`src/rtl/flit_fifo_param.sv`:
```
// rtl/flit_fifo_param.sv - parametrised ring-router flit FIFO with packet tracking
//
// Purpose: flit buffer between the link receiver and the router arbiter.
//   Flit = {dest_hit, ctrl[1:0], payload[DATA_W-1:0]}; ctrl 11 marks a tail.
//   Guarded push/pop, true occupancy count, count of complete packets stored
//   (PKT_AVAIL) and sticky OVERFLOW/UNDERFLOW flags.
//
// Optional feature: define FLIT_FIFO_FWFT_EN for first-word fall-through
//   (DOUT shows the head flit combinationally, zero read latency). Undefined:
//   DOUT is registered and updates on the edge of each accepted pop.
//
// Ports:
//   CLK        clock, rising edge
//   RST        asynchronous active-high reset
//   DIN        flit in
//   IN_EN      push request
//   OUT_EN     pop request
//   DOUT       flit out
//   FULL       COUNT == DEPTH (registered)
//   EMPTY      COUNT == 0 (registered)
//   COUNT      flits stored
//   PKT_AVAIL  at least one tail flit stored (registered)
//   OVERFLOW   sticky: push attempted while full
//   UNDERFLOW  sticky: pop attempted while empty

module flit_fifo_param #(
    parameter int DATA_W = 16,
    parameter int DEPTH  = 16,
    parameter int ADDR_W = 4
) (
    input  logic                CLK,
    input  logic                RST,
    input  logic [DATA_W+2:0]   DIN,
    input  logic                IN_EN,
    input  logic                OUT_EN,
    output logic [DATA_W+2:0]   DOUT,
    output logic                FULL,
    output logic                EMPTY,
    output logic [ADDR_W:0]     COUNT,
    output logic                PKT_AVAIL,
    output logic                OVERFLOW,
    output logic                UNDERFLOW
);

    localparam int FW = DATA_W + 3;

    logic [FW-1:0]     mem [DEPTH];

    logic [ADDR_W-1:0] wr_ptr_q, rd_ptr_q;
    logic [ADDR_W:0]   count_q, count_d;
    logic [ADDR_W:0]   pkt_cnt_q, pkt_cnt_d;
    logic              full_q, empty_q;
    logic              pkt_avail_q;
    logic              ovf_q, unf_q;

    logic              push_ok, pop_ok;
    logic              push_tail, pop_tail;
    logic [FW-1:0]     head_flit;

    // FULL/EMPTY are the registered values from the start of the cycle, so a
    // simultaneous push+pop on a full or empty FIFO only lets one side through.
    assign push_ok   = IN_EN  & ~full_q;
    assign pop_ok    = OUT_EN & ~empty_q;
    assign head_flit = mem[rd_ptr_q];
    assign push_tail = push_ok & (DIN[FW-2:FW-3] == 2'b11);
    assign pop_tail  = pop_ok  & (head_flit[FW-2:FW-3] == 2'b11);

    always_comb begin
        count_d = count_q;
        case ({push_ok, pop_ok})
            2'b10:   count_d = count_q + 1'b1;
            2'b01:   count_d = count_q - 1'b1;
            default: count_d = count_q;
        endcase
    end

    always_comb begin
        pkt_cnt_d = pkt_cnt_q;
        case ({push_tail, pop_tail})
            2'b10:   pkt_cnt_d = pkt_cnt_q + 1'b1;
            2'b01:   pkt_cnt_d = pkt_cnt_q - 1'b1;
            default: pkt_cnt_d = pkt_cnt_q;
        endcase
    end

    always_ff @(posedge CLK or posedge RST) begin
        if (RST) begin
            wr_ptr_q    <= '0;
            rd_ptr_q    <= '0;
            count_q     <= '0;
            pkt_cnt_q   <= '0;
            full_q      <= 1'b0;
            empty_q     <= 1'b1;
            pkt_avail_q <= 1'b0;
            ovf_q       <= 1'b0;
            unf_q       <= 1'b0;
        end else begin
            if (push_ok) wr_ptr_q <= wr_ptr_q + 1'b1;
            if (pop_ok)  rd_ptr_q <= rd_ptr_q + 1'b1;
            count_q     <= count_d;
            pkt_cnt_q   <= pkt_cnt_d;
            full_q      <= (count_d == (ADDR_W+1)'(DEPTH));
            empty_q     <= (count_d == '0);
            pkt_avail_q <= (pkt_cnt_d != '0);
            if (IN_EN  & full_q)  ovf_q <= 1'b1;
            if (OUT_EN & empty_q) unf_q <= 1'b1;
        end
    end

    // Storage is deliberately not reset.
    always_ff @(posedge CLK) begin
        if (push_ok) mem[wr_ptr_q] <= DIN;
    end

`ifdef FLIT_FIFO_FWFT_EN
    assign DOUT = empty_q ? '0 : head_flit;
`else
    logic [FW-1:0] dout_q;

    always_ff @(posedge CLK or posedge RST) begin
        if (RST) begin
            dout_q <= '0;
        end else if (pop_ok) begin
            dout_q <= head_flit;
        end
    end

    assign DOUT = dout_q;
`endif

    assign FULL      = full_q;
    assign EMPTY     = empty_q;
    assign COUNT     = count_q;
    assign PKT_AVAIL = pkt_avail_q;
    assign OVERFLOW  = ovf_q;
    assign UNDERFLOW = unf_q;

endmodule

```
`config.mk`:
```
export PLATFORM = sky130hd
export DESIGN_NAME = flit_fifo_param
export DESIGN_NICKNAME = d
export VERILOG_FILES = /design/src/rtl/flit_fifo_param.sv
export SDC_FILE = /design/constraint.sdc
export NUM_CORES = 1
export LEC_CHECK = 0
export ABC_AREA = 1
export BUFFER_PORTS_ARGS = -buffer_cell sky130_fd_sc_hd__buf_2
export CORE_ASPECT_RATIO = 0.75
export CORE_MARGIN = 2
export CORE_UTILIZATION = 62
export CTS_CLUSTER_DIAMETER = 50
export DETAILED_ROUTE_END_ITERATION = 8
export PLACE_DENSITY_LB_ADDON = 0.15
export SLEW_MARGIN = 20
export SYNTH_ARGS = -nofsm -noshare
export SYNTH_HDL_FRONTEND = slang
export SYNTH_SLANG_ARGS = --single-unit
```
`constraint.sdc`:
```
create_clock -name CLK -period 3.6 [get_ports CLK]
set_clock_uncertainty 0.15 [all_clocks]
set_input_delay 0.54 -clock CLK [delete_from_list [all_inputs] [get_ports CLK]]
set_output_delay 0.54 -clock CLK [all_outputs]
set_load 0.02 [all_outputs]
```
After elaboration in Yosys (flattened, before gate mapping)
Memories as Yosys holds them, arrays and structs flattened.
Cells that the tools add are included.
W data, S select, Z words.
- register bits: 42
- RAM bits: 304
- input bits: 23
- output and inout bits: 29
- word-level logic and storage cells: 38
- memories: 1
- $add $sub $neg: 6
- equality and inequality tests: 7
- muxes and demuxes: 4
- bitwise logic cells: 8
- reductions and logical operators: 2
- memory list (memory ; words ; width ; rd ports ; clocked after memory_dff ; wr ports ; line ; RTL):
    mem ; 16 ; 19 ; 1 ; 0 ; 1 ; 47 ; logic [FW-1:0] mem [DEPTH];
- operators by type and width (cell ; number):
    $pmux W5 S2 ; 2
    $add A5 B1 Y5 const B ; 2
    $sub A5 B1 Y5 const B ; 2
    $add A4 B1 Y4 const B ; 2
    $eq A2 B2 Y1 const B ; 4
    $and A1 B1 Y1 ; 6
    $eq A5 B5 Y1 const B ; 1
    $logic_not A5 Y1 ; 1
    $reduce_bool A5 Y1 ; 1
    $eq A2 B1 Y1 const B ; 2
    $mux W1 ; 2
    $not A1 Y1 ; 2

Longest topological paths before layout
- word-level depth: 6
- gate-level depth with buffers: 20
- mapped depth without buffers: 18

Least setup slack after synthesis
OpenSTA, ideal clock, no wires.
- kind: register to register
- start point: register rd_ptr_q[0]
- end point: register pkt_avail_q, in the netlist PKT_AVAIL
- library setup time: 0.125 ns
- arrival: 2.349 ns
- required time: 3.325 ns
- path slack: 0.976 ns
- stages on the path, launching flop included: 20
- path buffers: 3
- period minus slack after synthesis: 2.624 ns
- cells stage by stage: dfrtp_1 buf_4 inv_4 buf_6 buf_6 nand2_1 nand3_1 nand3_1 nand3_1 nand2_1 nand2_1 nor2_1 ha_1 fa_1 xnor2_1 nand2_1 o21ai_0 nand2_1 nor2_1 nand3_1
- word-level cells in the longest chain between the ends: 6
- elaborated cells on any way between the ends: 7
- classes of those cells: eq/ne (3); mux (1); bitwise (1); reduce/logical (1); memory (1)
- RTL lines (item ; line ; RTL):
    start, declared ; 49 ; logic [ADDR_W-1:0] wr_ptr_q, rd_ptr_q;
    start signal, assigned ; 99 ; if (pop_ok) rd_ptr_q <= rd_ptr_q + 1'b1;
    $mem_v2 Z16 W19 * ; - ;
    $eq A2 B2 Y1 * ; 66 ; assign pop_tail = pop_ok & (head_flit[FW-2:FW-3] == 2'b11);
    $and A1 B1 Y1 * ; 66 ;
    $eq A2 B1 Y1 / $eq A2 B2 Y1 (equally long branches) ; 79 ; case ({push_tail, pop_tail})
    $pmux W5 S2 * ; 79 ;
    $reduce_bool A5 Y1 * ; 104 ; pkt_avail_q <= (pkt_cnt_d != '0);
    end signal, assigned ; 104 ;
    end, declared ; 53 ; logic pkt_avail_q;
Mark *: on every way between the ends. The rest lies on a longest branch, timed or not.
A chain may end at the register's enable or synchronous reset.

Worst setup path in the final report
- start point: register rd_ptr_q[0]
- end point: register pkt_avail_q, in the netlist PKT_AVAIL
- word-level cells in the longest chain between the ends: 6
- elaborated cells on any way between the ends: 7
- classes of those cells: eq/ne (3); mux (1); bitwise (1); reduce/logical (1); memory (1)
- RTL lines (item ; line ; RTL):
    $mem_v2 Z16 W19 * ; - ;
    $eq A2 B2 Y1 * ; 66 ;
    $and A1 B1 Y1 * ; 66 ;
    $eq A2 B1 Y1 / $eq A2 B2 Y1 (equally long branches) ; 79 ;
    $pmux W5 S2 * ; 79 ;
    net pkt_cnt_d[3] ; 51 ; logic [ADDR_W:0] pkt_cnt_q, pkt_cnt_d;
    $reduce_bool A5 Y1 * ; 104 ;
The timed path passes the listed nets; every way through them passes the cells marked *.

==> metrics <==
remaining antenna violation count=0; violation count after the first detailed-routing iteration=1115; Die Height=135 um; CTS Buf Count=35; buffers inserted during post-CTS setup optimization=0; kind of end point of the critical path=flop; cells along the critical path=inv_4 > nand2_1 > nand2_1 > nand2_1 > nand3_1 > nand3_1 > nand2_1 > inv_1 > nor2_1 > ha_1 > ha_1 > a21oi_1 > nand3b_1 > nand3_1 > nand2_1 > nor2_1 > nand3_1; Slew headroom=0.269; pin count of the biggest net entering global routing=99; post-synthesis instance total=1230; half-perimeter wire length of the detailed placement result=19.1 mm; aggregate negative setup slack=0 ns; total global-route track usage=0.284; wire length of the first global-routing pass=50.9 mm; clock tree from TritonCTS=built; outcome=complete, no violations; biggest area consumer among synthesized cells=edfxtp_1; launching element type of the critical path=flop; Commonest cells post-synth=462 x nand2_1, 304 x edfxtp_1, 195 x nand3_1; via count of the first global-routing pass=9020; number of pins with negative max-slew slack in the final report=0; insertion delay of the later-clocked pin in the worst-skew pair=0.51 ns; data required time at the worst endpoint=3.83 ns; critical path class=flop to flop; area fraction of the dominant cell type after synthesis=0.642; final weighted congestion of routability-driven global placement=0.821; cell family with the largest share of critical-path delay=simple AND/OR/NAND/NOR gates; number of remaining DRC errors=0; transition time at the pin with the least slew margin=1.10 ns; Die Area=24200 um^2; Ports=52; Max FO, Critical Path=21; number of fillers in the final layout=1530; sequential share of the synthesized area=0.716; most frequently used cell type in the post-synthesis netlist=nand2_1; area inside the core boundary=22300 um^2; highest attainable clock frequency=345 MHz; power density over the cells=829 nW/um^2; via total after detailed routing=9389; Post-Synthesis Cell Area=14200 um^2; total buffers and inverters traversed by the critical path=2; fraction of layout instances using a drive strength above 1=0.121; antenna violations before repair=0; drt first pass iters=6; final setup margin=0.705 ns; total length of routed wires=32.9 mm; cell row count=47; Maximum Capacitance Violations=0; TritonCTS Sinks=346; Crit path arrival time=3.13 ns; post-synthesis net count=1268; asr flop ratio synth=0.121; mean post-synth cell area=11.6 um^2; largest stage delay on the critical path=0.59 ns; CTS H-tree depth=2; number of endpoints failing setup at the final stage=0; Max rail drop VDD=0.602 mV; initial cell density of the core=0.638; average wire per cell in the routed design=20.4 um; distinct cell type count of the synthesized netlist=29; clock root buffer master=clkbuf_16; clock slew at the register clock pins of the worst setup and hold paths=0.06 ns; total of hold buffers inserted after clock tree synthesis=0; horizontal die dimension=179 um; class of the tightest hold or removal check=primary input to async pin; count of buffers from port buffering=51; number of diodes=0; leading cell types by total area after synthesis=edfxtp_1 64%, nand2_1 12%, dfrtp_1 7.2%; area growth from synthesis to final layout=12.0%; most common cell type on the critical path=nand2_1; slowest cell on the critical path=dfrtp_4; share of the cycle needed by the critical path after routing=0.804; PostCTS Resize Cnt=0; static power due to leakage=6.31 nW; number of warning messages in the yosys log=0; Total Nets Final=1334; RSZ-0062 raised after global routing=no; number of synthesized flops with an enable pin=304; Max Root-Sink Buffers=3; Primary FF master, synth=edfxtp_1; grt total ovfl=0; worst setup slack before clock tree synthesis=0.770 ns; Synth Register Bits=346; Final min period=2.89 ns; hold violation total from the final report=0; ratio of routed vias to standard cells=5.81
[worst paths after layout]
check                               to        start  cells past startpoint  slack, ns
setup / recovery             PKT_AVAIL  rd_ptr_q[0]                     17       0.71
hold / removal               UNDERFLOW          RST                      2        0.1
setup reg to reg             PKT_AVAIL  rd_ptr_q[0]                     17       0.71
hold reg to reg              UNDERFLOW    UNDERFLOW                      1       0.32
max in group asynchronous  rd_ptr_q[0]          RST                      2       2.51
min in group CLK             UNDERFLOW       OUT_EN                      2       0.12
[layout by cell type, fill, tap and decap left out, drive strengths merged]
cell type	instances
xor2	10
clkinvlp	1
buf	91
a21o	2
o21ai	7
nor3	1
bufinv	1
edfxtp	304
dfstp	1
o211ai	8
a21boi	8
clkbuf	49
ha	13
nor2	25
a21oi	26
nand2	462
xnor2	2
inv	52
nand4	2
nand3	195
clkinv	10
dfrtp	41
nand3b	9
fa	2
[registers in the layout (all words and copies together) (netlist names)]
signal and cells:
OVERFLOW 1, PKT_AVAIL 1, rd_ptr_q 4, wr_ptr_q 4, UNDERFLOW 1, pkt_cnt_q 5
EMPTY 1, FULL 1, DOUT 19, COUNT 5, mem 304
[cell families after synthesis]
group           Yosys count  share of synthesized area
compound gates           51                     0.0211
xor+xnor                 12                    0.00740
fa+ha+maj                15                     0.0143
buf+inv                 112                     0.0366
flops                   346                      0.716
simple gates            694                      0.204
[power breakdown]
part	total, mW	internal (mW)	leakage, nW	switching [mW]
registers	5.22	4.96	3.25	0.260
logic	4.63	1.37	2.56	3.26
clock network	3.34	1.90	0.503	1.44
total	13.2	8.23	6.31	4.96
[cell type report]
| cell class | count | area, um^2 | share of cell area |
|---|---|---|---|
| multi-input cells | 772 | 3550 | 0.223 |
| inverters | 50 | 190 | 0.0120 |
| clock inverters | 14 | 101 | 0.00637 |
| repair buffers | 91 | 581 | 0.0365 |
| well taps | 294 | 368 | 0.0231 |
| flip-flops and latches | 346 | 10200 | 0.640 |
| clock buffers | 49 | 938 | 0.0590 |
[metrics by stage]
stage,power [mW],util,instance area (um^2),hold WS [ns],std cells
global route,14.0,0.714,15900,0.127,1616
global placement,9.75,0.667,14900,0.283,1553
floorplan,8.46,-,14200,0.323,1230
CTS,13.2,0.714,15900,0.109,1616
finish,13.2,0.714,15900,0.0993,1616
detailed placement,9.86,0.667,14900,0.295,1553
[routing by layer]
| layer | vias to the layer above | global-route usage | share of wire |
|---|---|---|---|
| met4 | 0 | 0.0804 | 0.023 |
| met1 | 4510 | 0.426 | 0.43 |
| met5 | - | 0 | 0 |
| li1 | 4345 | - | - |
| met2 | 471 | 0.437 | 0.45 |
| met3 | 63 | 0.0481 | 0.093 |
[worst register-to-register path, cell delays in order (launching register included)]
cell and delay [ns]:
dfrtp_4 0.59, inv_4 0.20, nand2_1 0.08, nand2_1 0.06
nand2_1 0.05, nand3_1 0.07, nand3_1 0.08, nand2_1 0.10
inv_1 0.04, nor2_1 0.11, ha_1 0.28, ha_1 0.31
a21oi_1 0.18, nand3b_1 0.10, nand3_1 0.09, nand2_1 0.08
nor2_1 0.11, nand3_1 0.08
Power figures use the tool's default switching activity.
